`src/rtl/issue_pkg.sv`:
```
// Shared types for the dual-issue dispatcher: FU encodings, the op record sent to execution,
// and the selection result. to_execution mirrors the execution-stage record.
package issue_pkg;

   localparam int ROB_IDX_W = 3;
   localparam int PAYLOAD_W = 16;

   localparam logic [1:0] FU_LSU = 2'b00;
   localparam logic [1:0] FU_FPU = 2'b01;
   localparam logic [1:0] FU_INT = 2'b10;
   localparam logic [1:0] FU_BR  = 2'b11;

   typedef struct packed {
      logic                 valid;
      logic [1:0]           functional_unit;
      logic [ROB_IDX_W-1:0] rob_idx;
      logic [PAYLOAD_W-1:0] payload;
   } to_execution;

   typedef struct packed {
      logic       c0_v;
      logic       c1_v;
      logic [1:0] n;
   } issue_sel_t;

endpackage

```
`src/rtl/issue_dispatcher_if.sv`:
```
// Rename-to-execution bundle: enqueue lanes, flush, FU busy vector and the two issue slots.
// The dispatcher uses the slave modport; its environment uses master.
interface issue_dispatcher_if #(
   parameter int FU_NUMBER = 4
);
   logic [1:0]                      in_valid;
   issue_pkg::to_execution [1:0]    in_data;
   logic                            in_ready;
   logic                            flush;
   logic [FU_NUMBER-1:0]            busy_fu;
   issue_pkg::to_execution [1:0]    t_execution;
   logic [1:0]                      issue_count;

   modport master (
      output in_valid, in_data, flush, busy_fu,
      input  in_ready, t_execution, issue_count
   );

   modport slave (
      input  in_valid, in_data, flush, busy_fu,
      output in_ready, t_execution, issue_count
   );
endinterface

```
`src/rtl/issue_select.sv`:
```
// In-order pair selection: the older candidate must find its FU free, the younger one
// additionally needs the older to issue and a different, free FU.
module issue_select
   import issue_pkg::*;
#(
   parameter int FU_NUMBER = 4
) (
   input  to_execution          i_c0,
   input  logic                 i_c0_present,
   input  to_execution          i_c1,
   input  logic                 i_c1_present,
   input  logic [FU_NUMBER-1:0] i_busy_fu,
   output issue_sel_t           o_sel
);

   always_comb begin
      o_sel      = '0;
      o_sel.c0_v = i_c0_present && !i_busy_fu[i_c0.functional_unit];
      o_sel.c1_v = o_sel.c0_v && i_c1_present
                   && (i_c1.functional_unit != i_c0.functional_unit)
                   && !i_busy_fu[i_c1.functional_unit];
      o_sel.n    = {1'b0, o_sel.c0_v} + {1'b0, o_sel.c1_v};
   end

endmodule

```
`src/rtl/issue_dispatcher.sv`:
```
// In-order dual-issue queue between rename and execution with registered issue slots.
// Optional same-cycle bypass of an empty queue is enabled by defining ISSUE_BYPASS_EN.
module issue_dispatcher
   import issue_pkg::*;
#(
   parameter int DEPTH          = 8,
   parameter int FU_NUMBER      = 4,
   parameter int ROB_INDEX_BITS = 3
) (
   input  logic              clk,
   input  logic              rst_n,
   issue_dispatcher_if.slave bus
);

   localparam int PW = $clog2(DEPTH);
   localparam int CW = PW + 1;

   if (DEPTH < 4 || (DEPTH & (DEPTH - 1)) != 0 || FU_NUMBER != 4
       || ROB_INDEX_BITS != ROB_IDX_W) begin : g_cfg_check
      $error("issue_dispatcher: unsupported parameter combination");
   end

   to_execution   r_mem [DEPTH];
   logic [PW-1:0] r_head;
   logic [PW-1:0] r_tail;
   logic [CW-1:0] r_count;
   to_execution   r_slot0_p1;
   to_execution   r_slot1_p1;
   logic [1:0]    r_issue_cnt_p1;

   logic          w_in_ready;
   logic          w_acc0;
   logic          w_acc1;
   logic          w_byp;
   logic [1:0]    w_enq_n;
   logic [1:0]    w_skip;
   logic [1:0]    w_pop;
   logic [1:0]    w_wr_n;
   logic [PW-1:0] w_head1;
   logic [PW-1:0] w_tail1;
   logic          w_c0_pres;
   logic          w_c1_pres;
   to_execution   w_c0;
   to_execution   w_c1;
   to_execution   w_s0;
   to_execution   w_s1;
   issue_sel_t    w_sel;

   assign w_in_ready = (r_count <= CW'(DEPTH - 2));
   assign w_acc0     = w_in_ready && bus.in_valid[0] && !bus.flush;
   assign w_acc1     = w_acc0 && bus.in_valid[1];
   assign w_enq_n    = {1'b0, w_acc0} + {1'b0, w_acc1};
   assign w_head1    = r_head + PW'(1);
   assign w_tail1    = r_tail + PW'(1);

`ifdef ISSUE_BYPASS_EN
   assign w_byp = (r_count == '0) && !bus.flush;
`else
   assign w_byp = 1'b0;
`endif

   // Stage p0: candidates come from the queue head, or from the input lanes when bypassing
   assign w_c0      = w_byp ? bus.in_data[0] : r_mem[r_head];
   assign w_c1      = w_byp ? bus.in_data[1] : r_mem[w_head1];
   assign w_c0_pres = w_byp ? w_acc0 : (r_count != '0);
   assign w_c1_pres = w_byp ? w_acc1 : (r_count >= CW'(2));

   issue_select #(
      .FU_NUMBER (FU_NUMBER)
   ) u_select (
      .i_c0         (w_c0),
      .i_c0_present (w_c0_pres),
      .i_c1         (w_c1),
      .i_c1_present (w_c1_pres),
      .i_busy_fu    (bus.busy_fu),
      .o_sel        (w_sel)
   );

   // Bypassed lanes that issue never touch the queue; the rest are written from the tail.
   assign w_pop  = w_byp ? 2'd0 : w_sel.n;
   assign w_skip = w_byp ? w_sel.n : 2'd0;
   assign w_wr_n = w_enq_n - w_skip;

   always_comb begin
      w_s0 = '0;
      w_s1 = '0;
      if (w_sel.c0_v) begin
         w_s0                 = w_c0;
         w_s0.valid           = 1'b1;
         w_s1.functional_unit = w_c0.functional_unit;
      end
      if (w_sel.c1_v) begin
         w_s1       = w_c1;
         w_s1.valid = 1'b1;
      end
   end

   always_ff @(posedge clk) begin
      if (!bus.flush && w_wr_n != 2'd0) begin
         if (w_skip == 2'd0) begin
            r_mem[r_tail] <= bus.in_data[0];
            if (w_wr_n == 2'd2) r_mem[w_tail1] <= bus.in_data[1];
         end else begin
            r_mem[r_tail] <= bus.in_data[1];
         end
      end
   end

   // Stage p1: issue slots and queue bookkeeping
   always_ff @(posedge clk) begin
      if (!rst_n || bus.flush) begin
         r_head         <= '0;
         r_tail         <= '0;
         r_count        <= '0;
         r_slot0_p1     <= '0;
         r_slot1_p1     <= '0;
         r_issue_cnt_p1 <= '0;
      end else begin
         assert (bus.in_valid != 2'b10);
         r_head         <= r_head + PW'(w_pop);
         r_tail         <= r_tail + PW'(w_wr_n);
         r_count        <= r_count + CW'(w_enq_n) - CW'(w_sel.n);
         r_slot0_p1     <= w_s0;
         r_slot1_p1     <= w_s1;
         r_issue_cnt_p1 <= w_sel.n;
      end
   end

   assign bus.in_ready    = w_in_ready;
   assign bus.t_execution = {r_slot1_p1, r_slot0_p1};
   assign bus.issue_count = r_issue_cnt_p1;

endmodule

```
`src/flat_wrapper.sv`:
```
// flat-port wrapper written by rule: the top's interface ports become plain ports
module issue_dispatcher_flat import issue_pkg::*;
#(
   parameter int DEPTH          = 8,
   parameter int FU_NUMBER      = 4,
   parameter int ROB_INDEX_BITS = 3
)
  (clk, rst_n, bus_in_valid, bus_in_data, bus_flush, bus_busy_fu, bus_in_ready, bus_t_execution, bus_issue_count);
  issue_dispatcher_if #(.FU_NUMBER(FU_NUMBER)) bus_i ();
  input  logic clk;
  input  logic rst_n;
  input wire logic [$bits(bus_i.in_valid)-1:0] bus_in_valid;
  input wire logic [$bits(bus_i.in_data)-1:0] bus_in_data;
  input wire logic [$bits(bus_i.flush)-1:0] bus_flush;
  input wire logic [$bits(bus_i.busy_fu)-1:0] bus_busy_fu;
  output wire logic [$bits(bus_i.in_ready)-1:0] bus_in_ready;
  output wire logic [$bits(bus_i.t_execution)-1:0] bus_t_execution;
  output wire logic [$bits(bus_i.issue_count)-1:0] bus_issue_count;
  assign bus_i.in_valid = bus_in_valid;
  assign bus_i.in_data = bus_in_data;
  assign bus_i.flush = bus_flush;
  assign bus_i.busy_fu = bus_busy_fu;
  assign bus_in_ready = bus_i.in_ready;
  assign bus_t_execution = bus_i.t_execution;
  assign bus_issue_count = bus_i.issue_count;
  issue_dispatcher #(.DEPTH(DEPTH), .FU_NUMBER(FU_NUMBER), .ROB_INDEX_BITS(ROB_INDEX_BITS)) u_core (.clk(clk), .rst_n(rst_n), .bus(bus_i));
endmodule
```
`config.mk`:
```
export PLATFORM = sky130hd
export DESIGN_NAME = issue_dispatcher_flat
export DESIGN_NICKNAME = d
export VERILOG_FILES = /design/src/rtl/issue_pkg.sv /design/src/rtl/issue_dispatcher_if.sv /design/src/rtl/issue_select.sv /design/src/rtl/issue_dispatcher.sv /design/src/flat_wrapper.sv
export SDC_FILE = /design/constraint.sdc
export NUM_CORES = 1
export LEC_CHECK = 0
export CORE_MARGIN = 3
export CORE_UTILIZATION = 45
export CTS_BUF_LIST = sky130_fd_sc_hd__clkbuf_4
export CTS_CLUSTER_DIAMETER = 50
export CTS_CLUSTER_SIZE = 12
export DETAILED_ROUTE_END_ITERATION = 16
export HOLD_SLACK_MARGIN = 0.1
export MAX_ROUTING_LAYER = met4
export PLACE_DENSITY_LB_ADDON = 0.25
export SLEW_MARGIN = 20
export SYNTH_ARGS = -nofsm -noshare
export SYNTH_HDL_FRONTEND = slang
export SYNTH_SLANG_ARGS = --single-unit
```
`constraint.sdc`:
```
create_clock -name clk -period 3.6 [get_ports clk]
set_input_delay 0.72 -clock clk [delete_from_list [all_inputs] [get_ports clk]]
set_output_delay 0.72 -clock clk [all_outputs]
set_load 0.03 [all_outputs]
```
==> results.toml <==
[grt]
grt_pass1_vias = 7670
grt_overflow_total = 0
antenna_found_initial = 1
grt_pass1_wl_mm = 46.0
grt_max_degree = 41
grt_use_total = 0.222

[placement]
dpl.hpwl_mm = 19.1
dpl_cell_area_um2 = 13400
port_buffers = 97
post-place-ws_ns = -0.239
place_inst = 1169
finalWeightedCongestion = 0.817

[timing]
timing.clock.skew_ns = 0.0407
fin_crit_ns = 3.59
maxSlewViolCount = 0
layout_setup_ws_ns = 0.0130
maxSlewHeadroom = 0.561
fin_crit_sh = 0.996
hold_violations = 0
finalSetupViolCount = 0
timing.fmax_ghz = 0.279
tightest_slew_ns = 0.659
rsz0062_at_grt = "true"

[clocking]
cts_max_path_buffers = 3
cts_made_buffers = 25
clk_latency_ns = 0.69
cts_root_buf = "clkbuf_4"
clkTransAtPathRegs_ns = 0.13
cts_hold_buf = 0
cts.sinks = 224
htreeDepth = 1
cts_tree = "built"

[cells_and_area]
stdcell_count = 1224
regArea_um2 = 6170
drive_above_1_share = 0.457
multi_input_area_um2 = 5280
nets = 943
syn2layout_area_growth_pct = 19.7
finalInstanceArea_um2 = 13900
fillers = 2108

[yosys]
syn_inst = 738
synth-seq-area-share = 0.532
synth.distinct_cells = 39
synth_area_leader_cell = "edfxtp_1"
synth_top_family_by_area = "multiplexers"
ys_warn_count = 0
yosys.area_share.simple = 0.0400
yosys-top-cells-count = "edfxtp_1 (168), mux2_2 (168), mux4_2 (83)"
synth_compound_area_frac = 0.0236
muxShareOfSynthArea = 0.354
syn_area_um2 = 11600
synth.net_count = 806
synth-edff-count = 168
avgSynthCellArea_um2 = 15.7
synth_xor_xnor_area_share = 0.00755
synth_flop_cell = "edfxtp_1"
synth-adder-area-share = 0.0188
ys_seq_elements = 224
yosys.area.top_type_share = 0.435
synthTopCellsByArea = "edfxtp_1 (43%), mux2_2 (16%), mux4_2 (16%)"
async_flop_share = 0

[power_and_ir_drop]
power_leakage_uw = 0.00458
cellPowerDensity_nw_per_um2 = 476
ir_worst_vdd_v = 0.000338
power_uw = 6600

[floorplan]
die_area_um2 = 27700
die_y_um = 167
num_rows = 58
fp.dieW_um = 167
ios = 100
floorplan.initialDensity = 0.459
coreArea_um2 = 25300

[routing]
antenna_left = 0
wl_per_cell_um = 24.5
wl_mm = 30.0
via_count = 7200
drtIter0Drc = 572
firstDrtPassIters = 5
drc = 0
viasPerCell = 5.88

[setup_path]
max_stage_delay_ns = 0.53
path_class = "flip-flop to flip-flop"
path_buf_inv = 2
arrival_ns = 4.12
crit_path_start_kind = "flip-flop"
path_max_fanout = 4
worstPathCellList = "ha_4, mux4_2, mux2i_4, buf_6, xor2_2, o21ai_2, nor3_2, ha_2, fa_1, buf_4, fa_2, xor2_1, nor2_1"
slowest_stage = "mux4_2"
end_kind = "flip-flop"
crit_required_ns = 4.13
cp_top_family = "adder cells"

[min_path]
worstHoldPathType = "flip-flop to flip-flop"

[status]
status = "complete, no violations"

[flow_run]
maxCapViolations = 0
-- report_power, final --
| group | internal [µW] | leakage (µW) | switching [µW] | total, µW |
|---|---|---|---|---|
| clock | 621 | 0.000216 | 870 | 1490 |
| sequential | 2900 | 0.00197 | 52.3 | 2950 |
| combinational | 1110 | 0.00239 | 1050 | 2160 |
| total | 4630 | 0.00458 | 1970 | 6600 |
-- area by class of cell --
| type | count | area share |
|---|---|---|
| Timing Repair Buffer | 160 | 0.114 |
| Sequential cell | 224 | 0.444 |
| Clock buffer | 36 | 0.0195 |
| Antenna cell | 1 | 0.000180 |
| Multi-Input combinational cell | 449 | 0.380 |
| Inverter | 15 | 0.00405 |
| Clock inverter | 9 | 0.00793 |
| Tap cell | 330 | 0.0297 |
-- metal layers --
layer / vias to the layer above / wire length, µm / track usage
li1: 3179 / - / -
met1: 3702 / 12000 / 0.283
met2: 261 / 15400 / 0.376
met3: 58 / 1830 / 0.0335
met4: 0 / 729 / 0.0560
met5: - / 0 / -
-- worst paths after layout --
kind | from | endpoint | slack (ns) | depth (start not counted)
worst max-delay path | u_core.r_head[0] | u_core.r_count[2] | 0.01 | 13
worst min-delay path | u_core.r_count[0] | u_core.bus.t_execution[20] | 0.70 | 2
worst max register to register | u_core.r_head[0] | u_core.r_count[2] | 0.01 | 13
worst min register to register | u_core.r_count[0] | u_core.bus.t_execution[20] | 0.70 | 2
-- worst min-delay path, stage by stage (launching register included) --
cell     delay [ns]
dfxtp_1        0.35
nor2_1         0.20
nor4_1         0.10
-- metrics by stage --
stage	utilization	setup TNS, ns	hold WS, ns
after floorplan	-	0	0.574
after global placement	0.530	-0.107	0.656
after detailed placement	0.530	-0.523	0.664
after CTS	0.548	-0.0265	0.686
after global routing	0.550	-0.372	0.742
final	0.550	0	0.698
-- kinds of logic after synthesis --
family	after synthesis
AOI/OAI and AO/OA	35
adders and majority gates	15
xor gates and xnor gates	10
buffers and inverters	65
and+or+nand+nor	105
muxes	284
DFF	224
-- cell usage in the layout, fill, tap and decap left out, types with 5 or more instances in the layout --
cell / Yosys / routed
mux2_2: 168 / 168
edfxtp_1: 168 / 168
clkdlybuf4s50_1: 0 / 97
mux4_2: 83 / 83
dfxtp_1: 56 / 54
buf_4: 1 / 51
nand2_1: 46 / 46
clkbuf_4: 0 / 36
nor2_1: 32 / 32
mux2i_1: 30 / 28
a21oi_2: 19 / 20
inv_1: 15 / 13
buf_12: 0 / 11
ha_1: 11 / 7
and2_1: 6 / 6
xor2_1: 6 / 5
-- repair_timing --
action	4_1_cts	5_1_grt
endpoints found under the setup margin	3	5
resized for setup	6	6
pin swaps	9	6
buffers inserted	7	2
-- state kept, by name (all words and copies together), names as in the netlist --
name                    count
u_core.r_count              4
u_core.r_tail               3
u_core.r_mem              168
u_core.bus.issue_count      2
u_core.r_head               3
u_core.bus.t_execution     44
Note: power is estimated with default switching activity, not from simulation.
